===== src/rtl/freq_bcd_format_if.sv =====
// Bus between the frequency counter, the BCD formatter and the
// seven-segment driver: count strobe in, formatted display word out.
interface freq_bcd_format_if;
    logic [31:0] i_count;
    logic        i_count_valid;
    logic [31:0] o_data;
    logic [2:0]  o_dp_pos;
    logic [1:0]  o_range;
    logic        o_busy;
    logic        o_done;
    logic        o_lost;

    modport master (
        output i_count,
        output i_count_valid,
        input  o_data,
        input  o_dp_pos,
        input  o_range,
        input  o_busy,
        input  o_done,
        input  o_lost
    );

    modport slave (
        input  i_count,
        input  i_count_valid,
        output o_data,
        output o_dp_pos,
        output o_range,
        output o_busy,
        output o_done,
        output o_lost
    );
endinterface


===== src/rtl/freq_bcd_format.sv =====
// Sequential binary-to-BCD formatter: one-bit-per-cycle double-dabble of a
// 32-bit Hz count into 10 BCD digits, then auto-ranged into an 8-digit
// window with decimal-point position and leading-zero blanking.
module freq_bcd_format #(
    parameter logic [3:0] p_blank_code = 4'hA,
    parameter bit         p_blank_en   = 1'b1
) (
    input  logic               clk,
    input  logic               rst,
    freq_bcd_format_if.slave   bus
);

    typedef enum logic [1:0] {
        ST_IDLE = 2'd0,
        ST_CONV = 2'd1,
        ST_FMT  = 2'd2
    } state_t;

    // Value shown after reset: a lone "0" (or all zeros without blanking).
    localparam logic [31:0] c_rst_data = p_blank_en ? {{7{p_blank_code}}, 4'h0} : 32'h0000_0000;

    // Double-dabble correction: every digit >= 5 gets +3 before the shift.
    function automatic logic [39:0] dabble_adj(input logic [39:0] a);
        logic [39:0] r;
        r = a;
        for (int i = 0; i < 10; i++) begin
            if (a[4*i +: 4] >= 4'd5) begin
                r[4*i +: 4] = a[4*i +: 4] + 4'd3;
            end else begin
                r[4*i +: 4] = a[4*i +: 4];
            end
        end
        return r;
    endfunction

    state_t      state_q, state_d;
    logic [31:0] sh_q, sh_d;
    logic [39:0] acc_q, acc_d;
    logic [4:0]  cnt_q, cnt_d;
    logic [31:0] data_q, data_d;
    logic [2:0]  dp_q, dp_d;
    logic [1:0]  range_q, range_d;
    logic        busy_q, busy_d;
    logic        done_q, done_d;
    logic        lost_q, lost_d;

    logic [39:0] adj_s;
    logic [1:0]  shift_s;
    logic [31:0] win_s;
    logic [31:0] fmt_data_s;
    logic [2:0]  fmt_dp_s;
    logic        nz_seen_s;

    assign adj_s = dabble_adj(acc_q);

    // Range selection, window extraction and leading-zero blanking of the finished BCD value.
    always_comb begin
        shift_s    = 2'd0;
        win_s      = acc_q[31:0];
        fmt_dp_s   = 3'd0;
        nz_seen_s  = 1'b0;
        fmt_data_s = 32'h0000_0000;
        if (acc_q[39:36] != 4'd0) begin
            shift_s = 2'd2;
        end else if (acc_q[35:32] != 4'd0) begin
            shift_s = 2'd1;
        end else begin
            shift_s = 2'd0;
        end
        case (shift_s)
            2'd0:    begin win_s = acc_q[31:0];  fmt_dp_s = 3'd0; end
            2'd1:    begin win_s = acc_q[35:4];  fmt_dp_s = 3'd5; end
            2'd2:    begin win_s = acc_q[39:8];  fmt_dp_s = 3'd4; end
            default: begin win_s = acc_q[31:0];  fmt_dp_s = 3'd0; end
        endcase
        fmt_data_s = win_s;
        // Scan from the top digit down; digit 0 is never blanked.
        for (int i = 7; i >= 1; i--) begin
            if (win_s[4*i +: 4] != 4'd0) begin
                nz_seen_s = 1'b1;
            end else begin
                nz_seen_s = nz_seen_s;
            end
            if (!nz_seen_s && (shift_s == 2'd0) && p_blank_en) begin
                fmt_data_s[4*i +: 4] = p_blank_code;
            end else begin
                fmt_data_s[4*i +: 4] = win_s[4*i +: 4];
            end
        end
    end

    // Next-state logic of the IDLE/CONV/FMT sequencer and its datapath.
    always_comb begin
        state_d = state_q;
        sh_d    = sh_q;
        acc_d   = acc_q;
        cnt_d   = cnt_q;
        data_d  = data_q;
        dp_d    = dp_q;
        range_d = range_q;
        done_d  = 1'b0;
        lost_d  = bus.i_count_valid && (state_q != ST_IDLE);
        case (state_q)
            ST_IDLE: begin
                if (bus.i_count_valid) begin
                    sh_d    = bus.i_count;
                    acc_d   = 40'd0;
                    cnt_d   = 5'd0;
                    state_d = ST_CONV;
                end else begin
                    state_d = ST_IDLE;
                end
            end
            ST_CONV: begin
                acc_d = {adj_s[38:0], sh_q[31]};
                sh_d  = {sh_q[30:0], 1'b0};
                cnt_d = cnt_q + 5'd1;
                if (cnt_q == 5'd31) begin
                    state_d = ST_FMT;
                end else begin
                    state_d = ST_CONV;
                end
            end
            ST_FMT: begin
                // All three result fields change on the same edge.
                data_d  = fmt_data_s;
                dp_d    = fmt_dp_s;
                range_d = shift_s;
                done_d  = 1'b1;
                state_d = ST_IDLE;
            end
            default: begin
                state_d = ST_IDLE;
            end
        endcase
        busy_d = (state_d != ST_IDLE);
    end

    // State, datapath and output registers.
    always_ff @(posedge clk or posedge rst) begin
        if (rst) begin
            state_q <= ST_IDLE;
            sh_q    <= 32'h0000_0000;
            acc_q   <= 40'd0;
            cnt_q   <= 5'd0;
            data_q  <= c_rst_data;
            dp_q    <= 3'd0;
            range_q <= 2'd0;
            busy_q  <= 1'b0;
            done_q  <= 1'b0;
            lost_q  <= 1'b0;
        end else begin
            state_q <= state_d;
            sh_q    <= sh_d;
            acc_q   <= acc_d;
            cnt_q   <= cnt_d;
            data_q  <= data_d;
            dp_q    <= dp_d;
            range_q <= range_d;
            busy_q  <= busy_d;
            done_q  <= done_d;
            lost_q  <= lost_d;
        end
    end

    assign bus.o_data   = data_q;
    assign bus.o_dp_pos = dp_q;
    assign bus.o_range  = range_q;
    assign bus.o_busy   = busy_q;
    assign bus.o_done   = done_q;
    assign bus.o_lost   = lost_q;

endmodule


===== src/flat_wrapper.sv =====
// flat-port wrapper written by rule: the top's interface ports become plain ports
module freq_bcd_format_flat 
#(
    parameter logic [3:0] p_blank_code = 4'hA,
    parameter bit         p_blank_en   = 1'b1
)
  (clk, rst, bus_i_count, bus_i_count_valid, bus_o_data, bus_o_dp_pos, bus_o_range, bus_o_busy, bus_o_done, bus_o_lost);
  freq_bcd_format_if bus_i ();
  input  logic clk;
  input  logic rst;
  input wire logic [$bits(bus_i.i_count)-1:0] bus_i_count;
  input wire logic [$bits(bus_i.i_count_valid)-1:0] bus_i_count_valid;
  output wire logic [$bits(bus_i.o_data)-1:0] bus_o_data;
  output wire logic [$bits(bus_i.o_dp_pos)-1:0] bus_o_dp_pos;
  output wire logic [$bits(bus_i.o_range)-1:0] bus_o_range;
  output wire logic [$bits(bus_i.o_busy)-1:0] bus_o_busy;
  output wire logic [$bits(bus_i.o_done)-1:0] bus_o_done;
  output wire logic [$bits(bus_i.o_lost)-1:0] bus_o_lost;
  assign bus_i.i_count = bus_i_count;
  assign bus_i.i_count_valid = bus_i_count_valid;
  assign bus_o_data = bus_i.o_data;
  assign bus_o_dp_pos = bus_i.o_dp_pos;
  assign bus_o_range = bus_i.o_range;
  assign bus_o_busy = bus_i.o_busy;
  assign bus_o_done = bus_i.o_done;
  assign bus_o_lost = bus_i.o_lost;
  freq_bcd_format #(.p_blank_code(p_blank_code), .p_blank_en(p_blank_en)) u_core (.clk(clk), .rst(rst), .bus(bus_i));
endmodule

===== config.mk =====
export PLATFORM = sky130hd
export DESIGN_NAME = freq_bcd_format_flat
export DESIGN_NICKNAME = d
export VERILOG_FILES = /design/src/rtl/freq_bcd_format_if.sv /design/src/rtl/freq_bcd_format.sv /design/src/flat_wrapper.sv
export SDC_FILE = /design/constraint.sdc
export NUM_CORES = 1
export LEC_CHECK = 0
export BUFFER_PORTS_ARGS = -buffer_cell sky130_fd_sc_hd__buf_2
export CORE_ASPECT_RATIO = 0.7
export CORE_MARGIN = 4
export CORE_UTILIZATION = 55
export CTS_BUF_LIST = sky130_fd_sc_hd__clkbuf_2
export CTS_CLUSTER_SIZE = 10
export DETAILED_ROUTE_END_ITERATION = 6
export PLACE_DENSITY = 0.76
export RECOVER_POWER = 100
export SETUP_SLACK_MARGIN = 0.3
export SLEW_MARGIN = 20
export SYNTH_ARGS = -nofsm -noshare
export SYNTH_HDL_FRONTEND = slang
export SYNTH_SLANG_ARGS = --single-unit

===== constraint.sdc =====
create_clock -name clk -period 3.8 [get_ports clk]
set_input_delay 0.19 -clock clk [delete_from_list [all_inputs] [get_ports clk]]
set_output_delay 0.19 -clock clk [all_outputs]
set_load 0.005 [all_outputs]

==> impl_metrics.yaml, run 1 <==
cts:
  clock_path_buffers: 2
  clock-root-buffer: "clkbuf_2"
  clkTransAtPathRegs_ns: 0.21
  clkSinkCount: 117
  post-cts-setup-buffers: 0
  cts_resized: 0
  cts_buffers: 17
  cts_tree: "done"
  htree_levels: 4
  clk_latency_ns: 0.68
  hold_buffers: 34
power_and_ir_drop:
  peakVddDrop_uv: 441.3
  power_leakage_uw: 0.003075
  p_per_area_mw_per_mm2: 832.1
finish:
  drive_gt1_frac: 0.1541
  nets: 842
  regArea_mm2: 0.002945
  syn2layout_area_growth_pct: 14.92
  diodes: 0
  multi_input_area_mm2: 0.002965
  n_fill_cell: 932
  fin_util: 0.6507
critical_path:
  cpPeakStageDelay_ns: 0.59
  crit_fanout: 31
  r2r_slack_ns: 0.53
  crit_chain: "inv_1 -> ha_1 -> or3b_4 -> a221oi_1 -> o22ai_2 -> nor4_4 -> nand4_1 -> o31ai_1"
  worstReg2RegEnd: "u_core.bus.o_data[9]$_DFFE_PP1P_"
  start_kind: "register"
  critPathBufInv: 1
  arrival_ns: 3.85
  path_delay_family: "simple AND/OR/NAND/NOR gates"
  cp-end-kind: "register"
  crit_slowest_cell: "or3b_4"
  crit_required_ns: 4.38
  path_class: "reg2reg"
  reg2reg_depth: 8
  worstReg2RegStart: "u_core.acc_q[32]$_DFFE_PP0P_"
synth:
  yosysSeqAreaShare: 0.4707
  ys_ff_latch: 117
  yosysMostFrequentCell: "nor2_1"
  synthFlopType: "dfrtp_1"
  synth_area_leaders: "dfrtp_1, nor2_1, dfstp_2"
  syn_avg_cell_area_um2: 8.901
  synth.distinct_cells: 52
  synth_top_area_frac: 0.4119
  synth_cells: 703
  synth_nets: 760
  synth_edf_count: 0
  async_flop_share: 1.000
  synth_top_area_cell: "dfrtp_1"
  yosys-top-cells-count: "nor2_1, dfrtp_1, o21ai_0, nand2_1, a21oi_1"
  yosys_warnings: 0
  syn_area_mm2: 0.006257
die:
  die_y_um: 97.24
  dieArea_mm2: 0.01317
  std_cell_rows: 32
  initial_utilization: 0.5662
  pin_count: 75
  die_w_um: 135.5
  core-area_mm2: 0.01105
status:
  failed_checks: "max-capacitance violations, max-slew violations"
  outcome: "complete, but fails checks"
drt:
  ant_nets: 0
  route.detailed.drc: 0
  num_vias: 5574
  drt-initial-drc-count: 529
  firstDrtPassIters: 6
  via_per_inst: 5.861
  avgRoutedWirePerCell_um: 16.75
  wirelength_um: 15930
place:
  place.gp.congestion: 0.8849
  hpwlAfterDp_um: 10040
  place_ws_ns: 0.6529
  io_buffer_count: 73
sta:
  finalSetupViolCount: 0
  rsz0062_at_grt: "false"
  fin_crit_sh: 0.8602
  setup_tns_ns: 0
  slew_headroom: -0.8274
  period_needed_ns: 3.269
  timing.fmax_mhz: 305.9
  hold_violations: 0
  worst_slack_ns: 0.5312
  slew_viol_final: 105
  worstMarginPinSlew_ns: 2.726
  finClkSkew_ns: 0.03133
grt:
  grt.overflow.total: 0
  grt_pass1_vias: 5547
  grt_use_total: 0.2472
  grt_max_degree: 108
  antenna_found_initial: 0
  grt_pass1_wl_um: 26640
worst_hold_path:
  hold_class: "in2reg"
  min_path_cells: 4
  hold_path_end: "u_core.sh_q[0]$_DFFE_PP0P_"
  hp-start: "bus_i_count[0]"
flow_run:
  maxCapViolations: 3
stage by stage:
stage	instance area (µm²)	hold WS [ns]	cells	power, µW
after floorplan	6257	0.3277	703	4425
after global placement	6663	0.3789	885	4940
after detailed placement	6663	0.3846	885	5117
after CTS	7244	0.1478	951	5981
after global routing	7191	0.2661	951	6470
final	7191	0.2956	951	5984
layout by cell type (no fill, tap or decap), types with 5 or more instances in the layout:
master and count:
nor3b_1 10, o31ai_1 18, clkbuf_1 16, nand2_1 58, nor2b_1 5, and2b_1 5, nand2b_1 12, a32o_1 10
dfrtp_1 103, a31oi_1 5, a21oi_1 55, xnor2_1 10, inv_1 22, buf_2 60, a22oi_1 5, nand3_1 37
mux2i_1 7, nor2_1 107, dlygate4sd3_1 34, dfstp_2 6, clkinvlp_4 7, clkbuf_2 19, o22ai_1 34, buf_4 6
dfstp_1 8, o21ai_0 65, ha_1 22
worst reg2reg max path, delay by kind of cell, from the launching register on:
family	cells	cell delay (ns)
flops	1	0.48
simple gates	3	1.31
compound gates	3	1.03
fa+ha+maj	1	0.26
buf+inv	1	0.12
state kept, by name, indices dropped and copies added, names as in the netlist:
register	count
u_core.state_q	2
u_core.bus.o_data	32
u_core.bus.o_dp_pos	1
u_core.acc_q	40
u_core.bus.o_lost	1
u_core.sh_q	32
u_core.cnt_q	5
u_core.bus.o_range	2
u_core.bus.o_done	1
u_core.bus.o_busy	1
power breakdown:
part / switching (µW) / internal, µW
combinational: 1790 / 1140
clock: 514 / 302
sequential: 526 / 1720
how the worst max path moves through the flow:
stage                                 start                               end  slack (ns)  cells after the start
3_3_place_gp   u_core.acc_q[32]$_DFFE_PP0P_  u_core.bus.o_data[9]$_DFFE_PP1P_        0.91                      8
4_1_cts        u_core.acc_q[32]$_DFFE_PP0P_  u_core.bus.o_data[9]$_DFFE_PP1P_        0.66                      8
3_5_place_dp   u_core.acc_q[32]$_DFFE_PP0P_  u_core.bus.o_data[9]$_DFFE_PP1P_        0.65                      8
2_1_floorplan                           rst       u_core.acc_q[0]$_DFFE_PP0P_        0.53                      1
6_report       u_core.acc_q[32]$_DFFE_PP0P_  u_core.bus.o_data[9]$_DFFE_PP1P_        0.53                      8
5_1_grt                                 rst       u_core.acc_q[5]$_DFFE_PP0P_        0.25                      4
final cells by class:
| class | count | share of cell area |
|---|---|---|
| Clock buffer | 17 | 0.01183 |
| Tap cell | 153 | 0.02662 |
| Inverter | 24 | 0.01270 |
| Sequential cell | 117 | 0.4096 |
| Multi-Input combinational cell | 507 | 0.4124 |
| Clock inverter | 15 | 0.02175 |
| Timing Repair Buffer | 118 | 0.1051 |
layer usage:
metal  up-vias  GRT usage  wire [µm]
li1       2632          -          -
met1      2745     0.3369       7107
met2       163     0.3937       7771
met3        34    0.05331        747
met4         0    0.08288        306
met5         -          0          0
kinds of logic after synthesis:
kind of cell    after synthesis  synth area share
flops                       117            0.4707
simple gates                255            0.1926
compound gates              207            0.2046
mux                          11           0.01840
buf+inv                      79           0.05379
fa+ha+maj                    22           0.04399
other cells                   1         0.0005993
xor+xnor                     11           0.01540
(Power assumes the default switching activity.)
==> run 2, diff against run 1 <==
--- a/config.mk
+++ b/config.mk
@@ -12,9 +12,9 @@
 export CTS_BUF_LIST = sky130_fd_sc_hd__clkbuf_2
 export CTS_CLUSTER_SIZE = 10
 export DETAILED_ROUTE_END_ITERATION = 6
-export PLACE_DENSITY = 0.76
+export PLACE_DENSITY = 0.77
 export RECOVER_POWER = 100
-export SETUP_SLACK_MARGIN = 0.3
+export SETUP_SLACK_MARGIN = 0.05
 export SLEW_MARGIN = 20
 export SYNTH_ARGS = -nofsm -noshare
 export SYNTH_HDL_FRONTEND = slang
==> run 2 against run 1 <==
The run still ends with max-capacitance violations, max-slew violations left. Hold slack improved by 0.0068 ns. Flip-flop and latch count is the same. Largest power group unchanged. Register-to-register slack is essentially flat. Setup slack better by 0.0089 ns. Routed wire length grew 1.1%. Fmax rose by 0.27%. Combinational power increased by 1%. Critical path depth is the same. Non-clock buffer count fell by 1. Final cell count down 0.11%. Largest cell class unchanged. Global-route usage up 0.54 points.
==> impl_metrics.yaml, run 2 (synthesized netlist as in run 1, its figures left out) <==
cts:
  cts_buffers: 17
  clock-root-buffer: "clkbuf_2"
  clkTransAtPathRegs_ns: 0.17
  post-cts-setup-buffers: 0
  clock_path_buffers: 2
  htree_levels: 4
  hold_buffers: 34
  cts_tree: "done"
  clk_latency_ns: 0.68
  clkSinkCount: 117
  cts_resized: 0
power_and_ir_drop:
  power_leakage_uw: 0.003109
  peakVddDrop_uv: 400.0
  p_total_uw: 6103
  p_per_area_mw_per_mm2: 846.5
die:
  pin_count: 75
  initial_utilization: 0.5662
  std_cell_rows: 32
  die_w_um: 135.5
  die_y_um: 97.24
  core-area_mm2: 0.01105
  dieArea_mm2: 0.01317
critical_path:
  crit_start: "u_core.acc_q[32]$_DFFE_PP0P_"
  crit_fanout: 31
  reg2reg_depth: 8
  worstReg2RegStart: "u_core.acc_q[32]$_DFFE_PP0P_"
  start_kind: "register"
  path_class: "reg2reg"
  cp-end-kind: "register"
  crit_required_ns: 4.39
  arrival_ns: 3.85
status:
  failed_checks: "max-capacitance violations, max-slew violations"
  outcome: "complete, but fails checks"
sta:
  worstMarginPinSlew_ns: 2.945
  timing.fmax_mhz: 306.8
  finalSetupViolCount: 0
  hold_violations: 0
  slew_headroom: -0.9741
  rsz0062_at_grt: "false"
  setup_tns_ns: 0
  slew_viol_final: 178
  period_needed_ns: 3.260
  fin_crit_sh: 0.8579
  holdWs_ns: 0.3024
  worst_slack_ns: 0.5401
  finClkSkew_ns: 0.02170
worst_hold_path:
  hp-start: "bus_i_count[0]"
  min_path_cells: 4
  hold_class: "in2reg"
finish:
  drive_gt1_frac: 0.1506
  final_common_cell: "nor2_1"
  largest_register: "u_core.acc_q"
  n_fill_cell: 906
  largest_reg_flops: 40
  most-common-layout-cells: "nor2_1, dfrtp_1, o21ai_0, buf_2, nand2_1"
  design_area_mm2: 0.007209
  nets: 841
  diodes: 0
  syn2layout_area_growth_pct: 15.22
drt:
  dr_wl_met2_um: 7812
  via_per_inst: 5.838
  ant_nets: 0
  route.detailed.drc: 0
  met1_length_um: 7006
  num_vias: 5546
  wirelength_um: 16110
  drt-initial-drc-count: 572
  firstDrtPassIters: 6
  avgRoutedWirePerCell_um: 16.95
  wl_met3_um: 1053
  top_layer: "met4"
grt:
  grt_pass1_vias: 5511
  antenna_found_initial: 0
  grt_pass1_wl_um: 26880
  grt.overflow.total: 0
  grt_max_degree: 108
  grt_use_total: 0.2526
place:
  place.gp.congestion: 0.9154
  placed_area_mm2: 0.006655
  place_ws_ns: 0.6657
  hpwlAfterDp_um: 10310
  io_buffer_count: 73
flow_run:
  maxCapViolations: 2
run 2: cell types whose count changed in the layout (fill, tap and decap cells not counted), moves of 2 or more:
cell        previous run  this run
clkbuf_2              19        21
bufinv_16              2         4
clkinv_2               1         7
clkinvlp_4             7         0
inv_6                  3         0
run 2: area by class of cell:
type,count,area (µm²),share of cell area
well taps,153,191.4,0.02655
inverters,24,91.34,0.01267
repair buffers,117,748.2,0.1038
clock inverters,13,162.7,0.02256
multi-input cells,507,2975,0.4127
clock buffers,19,95.09,0.01319
flip-flops and latches,117,2945,0.4085
run 2: per-layer routing:
| metal | track usage | up-vias |
|---|---|---|
| li1 | - | 2643 |
| met1 | 0.3409 | 2662 |
| met2 | 0.3976 | 216 |
| met3 | 0.07039 | 25 |
| met4 | 0.07823 | 0 |
| met5 | 0 | - |
run 2: final timing paths:
path                                                      to  slack [ns]
max in group asynchronous        u_core.acc_q[1]$_DFFE_PP0P_        0.86
setup / recovery            u_core.bus.o_data[9]$_DFFE_PP1P_        0.54
hold / removal                    u_core.sh_q[0]$_DFFE_PP0P_        0.30
min in group asynchronous        u_core.bus.o_busy$_DFF_PP0_        0.87
hold reg to reg            u_core.bus.o_data[25]$_DFFE_PP1P_        0.47
setup reg to reg            u_core.bus.o_data[9]$_DFFE_PP1P_        0.54
run 2: through the flow:
step,instances,utilization
finish,950,0.6524
floorplan,703,-
global route,950,0.6524
CTS,950,0.6564
detailed placement,884,0.6022
global placement,884,0.6022
run 2: power by group:
group          switching [µW]  leakage [µW]  internal [µW]  total (µW)
logic                    1820       0.00160           1140        2960
registers                 533       0.00134           1720        2250
clock network             467      0.000166            426         893
total                    2820       0.00311           3280        6100
run 2: worst max-delay path: stages, from the launching register on:
cell and delay (ns):
dfrtp_1 0.48, inv_1 0.13, ha_1 0.27, or3b_4 0.60, a221oi_1 0.51, o22ai_2 0.19, nor4_4 0.44, nand4_4 0.19
o31ai_1 0.35
==> run 3, diff against run 2 <==
--- a/config.mk
+++ b/config.mk
@@ -12,6 +12,7 @@
 export CTS_BUF_LIST = sky130_fd_sc_hd__clkbuf_2
 export CTS_CLUSTER_SIZE = 10
 export DETAILED_ROUTE_END_ITERATION = 6
+export GPL_TIMING_DRIVEN = 0
 export PLACE_DENSITY = 0.77
 export RECOVER_POWER = 100
 export SETUP_SLACK_MARGIN = 0.05
==> run 3 against run 2 <==
Critical path depth up 1. Clock skew up 0.0040 ns. The flow still finishes with violations (max-capacitance violations, max-slew violations). Largest cell class unchanged. Final cell count up 4.8%. Routed wire length up 9.8%. Design area up 2.6%. Sequential share of layout area down 1.0 points. Fmax down 7.5%. Die area unchanged. Via count up 7.9%. First-iteration DRC count up 30%. Total power up 3.2%.
==> impl_metrics.yaml, run 3 (synthesized netlist as in run 1, its figures left out) <==
status:
  outcome: "complete, but fails checks"
  failed_checks: "max-capacitance violations, max-slew violations"
cts:
  clk_latency_ns: 0.67
  clkSinkCount: 117
  post-cts-setup-buffers: 0
  clkTransAtPathRegs_ns: 0.19
  clock_path_buffers: 2
  clock-root-buffer: "clkbuf_2"
  cts_buffers: 17
  cts_resized: 0
  cts_tree: "done"
  htree_levels: 4
drt:
  num_vias: 5984
  avgRoutedWirePerCell_um: 17.75
  route.detailed.drc: 0
  drt-initial-drc-count: 742
  wirelength_um: 17680
  ant_nets: 0
  via_per_inst: 6.008
  firstDrtPassIters: 5
sta:
  period_needed_ns: 3.523
  finalSetupViolCount: 0
  rsz0062_at_grt: "false"
  worstMarginPinSlew_ns: 1.669
  hold_violations: 0
  slew_viol_final: 39
  finClkSkew_ns: 0.02570
  slew_headroom: -0.1190
  fin_crit_sh: 0.9272
  timing.fmax_mhz: 283.8
  setup_tns_ns: 0
place:
  place.gp.congestion: 0.9227
  hpwlAfterDp_um: 12120
  dp_cells: 930
  io_buffer_count: 73
  placed_area_mm2: 0.006847
grt:
  grt_max_degree: 81
  grt_pass1_wl_um: 29110
  grt_use_total: 0.2765
  grt.overflow.total: 0
  antenna_found_initial: 1
  grt_pass1_vias: 5867
finish:
  fin_util: 0.6694
  fin_cells: 996
  most-common-layout-cells: "nor2_1, dfrtp_1, o21ai_0, clkbuf_1"
  syn2layout_area_growth_pct: 18.22
  multi_input_area_mm2: 0.002975
  diodes: 0
  nets: 888
  largest_reg_flops: 40
  largest_register: "u_core.acc_q"
  regArea_mm2: 0.002945
  design_area_mm2: 0.007397
  drive_gt1_frac: 0.1388
  n_fill_cell: 907
  final_common_cell: "nor2_1"
critical_path:
  cp_common_cell: "clkbuf_1"
  cpPeakStageDelay_ns: 0.79
  r2r_slack_ns: 0.28
  crit_fanout: 10
  cp-end-kind: "register"
  start_kind: "register"
  crit_chain: "inv_1 -> ha_1 -> nor3b_1 -> clkbuf_1 -> clkbuf_1 -> clkbuf_1 -> o211ai_1 -> o21ai_0 -> o21ai_0"
  worstReg2RegEnd: "u_core.bus.o_data[28]$_DFFE_PP0P_"
  arrival_ns: 4.08
  crit_required_ns: 4.36
  path_class: "reg2reg"
  reg2reg_depth: 9
  worstReg2RegStart: "u_core.acc_q[36]$_DFFE_PP0P_"
  crit_slowest_cell: "nor3b_1"
die:
  pin_count: 75
  die_w_um: 135.5
  std_cell_rows: 32
  die_y_um: 97.24
  initial_utilization: 0.5662
  core-area_mm2: 0.01105
  dieArea_mm2: 0.01317
power_and_ir_drop:
  p_per_area_mw_per_mm2: 851.8
  p_sw_uw: 2964
  intPower_uw: 3336
  combPwrFrac: 0.516
  p_total_uw: 6301
  peakVddDrop_uv: 405.9
  switching_share: 0.4705
  power_leakage_uw: 0.003159
  power_frac_clock: 0.141
  seq_power_share: 0.343
worst_hold_path:
  min_path_cells: 4
  hp-start: "bus_i_count[0]"
  hold_class: "in2reg"
  hold_path_end: "u_core.sh_q[0]$_DFFE_PP0P_"
flow_run:
  maxCapViolations: 1
==> run 3: cell type report <==
| class | instances | area share |
|---|---|---|
| Multi-Input combinational cell | 507 | 0.4022 |
| Tap cell | 153 | 0.02588 |
| Sequential cell | 117 | 0.3982 |
| Timing Repair Buffer | 109 | 0.09523 |
| Clock inverter | 14 | 0.02250 |
| Buffer | 55 | 0.03214 |
| Clock buffer | 17 | 0.01150 |
| Inverter | 24 | 0.01235 |
==> run 3: worst max-delay path by stage <==
stage	endpoint	slack, ns	start	cells past startpoint
after floorplan	u_core.acc_q[0]$_DFFE_PP0P_	0.53	rst	1
after global placement	u_core.acc_q[14]$_DFFE_PP0P_	-0.72	rst	2
after detailed placement	u_core.bus.o_data[28]$_DFFE_PP0P_	0.51	u_core.acc_q[36]$_DFFE_PP0P_	9
after CTS	u_core.bus.o_data[28]$_DFFE_PP0P_	0.43	u_core.acc_q[36]$_DFFE_PP0P_	9
after global routing	u_core.bus.o_data[11]$_DFFE_PP1P_	0.14	u_core.acc_q[36]$_DFFE_PP0P_	10
final	u_core.bus.o_data[28]$_DFFE_PP0P_	0.28	u_core.acc_q[36]$_DFFE_PP0P_	9
==> run 3: per-stage QoR <==
stage / setup slack, ns / hold slack, ns
final: 0.2767 / 0.3123
after global routing: 0.1382 / 0.2849
after CTS: 0.4307 / 0.2527
after detailed placement: 0.5054 / 0.2106
after global placement: -0.7248 / 0.4324
after floorplan: 0.5324 / 0.3277
==> run 3: repair_timing <==
item	4_1_cts	5_1_grt
setup endpoints to repair	0	0
hold buffers	35	0
endpoints found under the hold margin	144	0
==> run 3: critical path: cells and delay by family, from the launching register on <==
family                   cells  cell delay, ns
adder cells (fa/ha/maj)      1            0.26
AO/OA/AOI/OAI                3            0.39
AND/OR/NAND/NOR              1            0.79
buffers and inverters        4            1.50
flip-flops                   1            0.46
==> run 3: per-layer routing <==
metal  routed length [µm]  share of wire  vias up  GRT usage
li1                     -              -     2736          -
met1                 7427           0.42     2887     0.3838
met5                   12        0.00068        -          0
met4                  340          0.019        2    0.08211
met3                 1650          0.093       38    0.05952
met2                 8247           0.47      321     0.4381
==> run 3: power by group through the flow <==
| stage | logic [µW] | registers [µW] | clock network, µW |
|---|---|---|---|
| final | 3250 | 2160 | 890 |
| after global routing | 3610 | 2200 | 969 |
| after CTS | 3200 | 2130 | 900 |
| after detailed placement | 3160 | 2160 | 0 |
| after global placement | 3000 | 2130 | 0 |
| after floorplan | 2400 | 2030 | 0 |
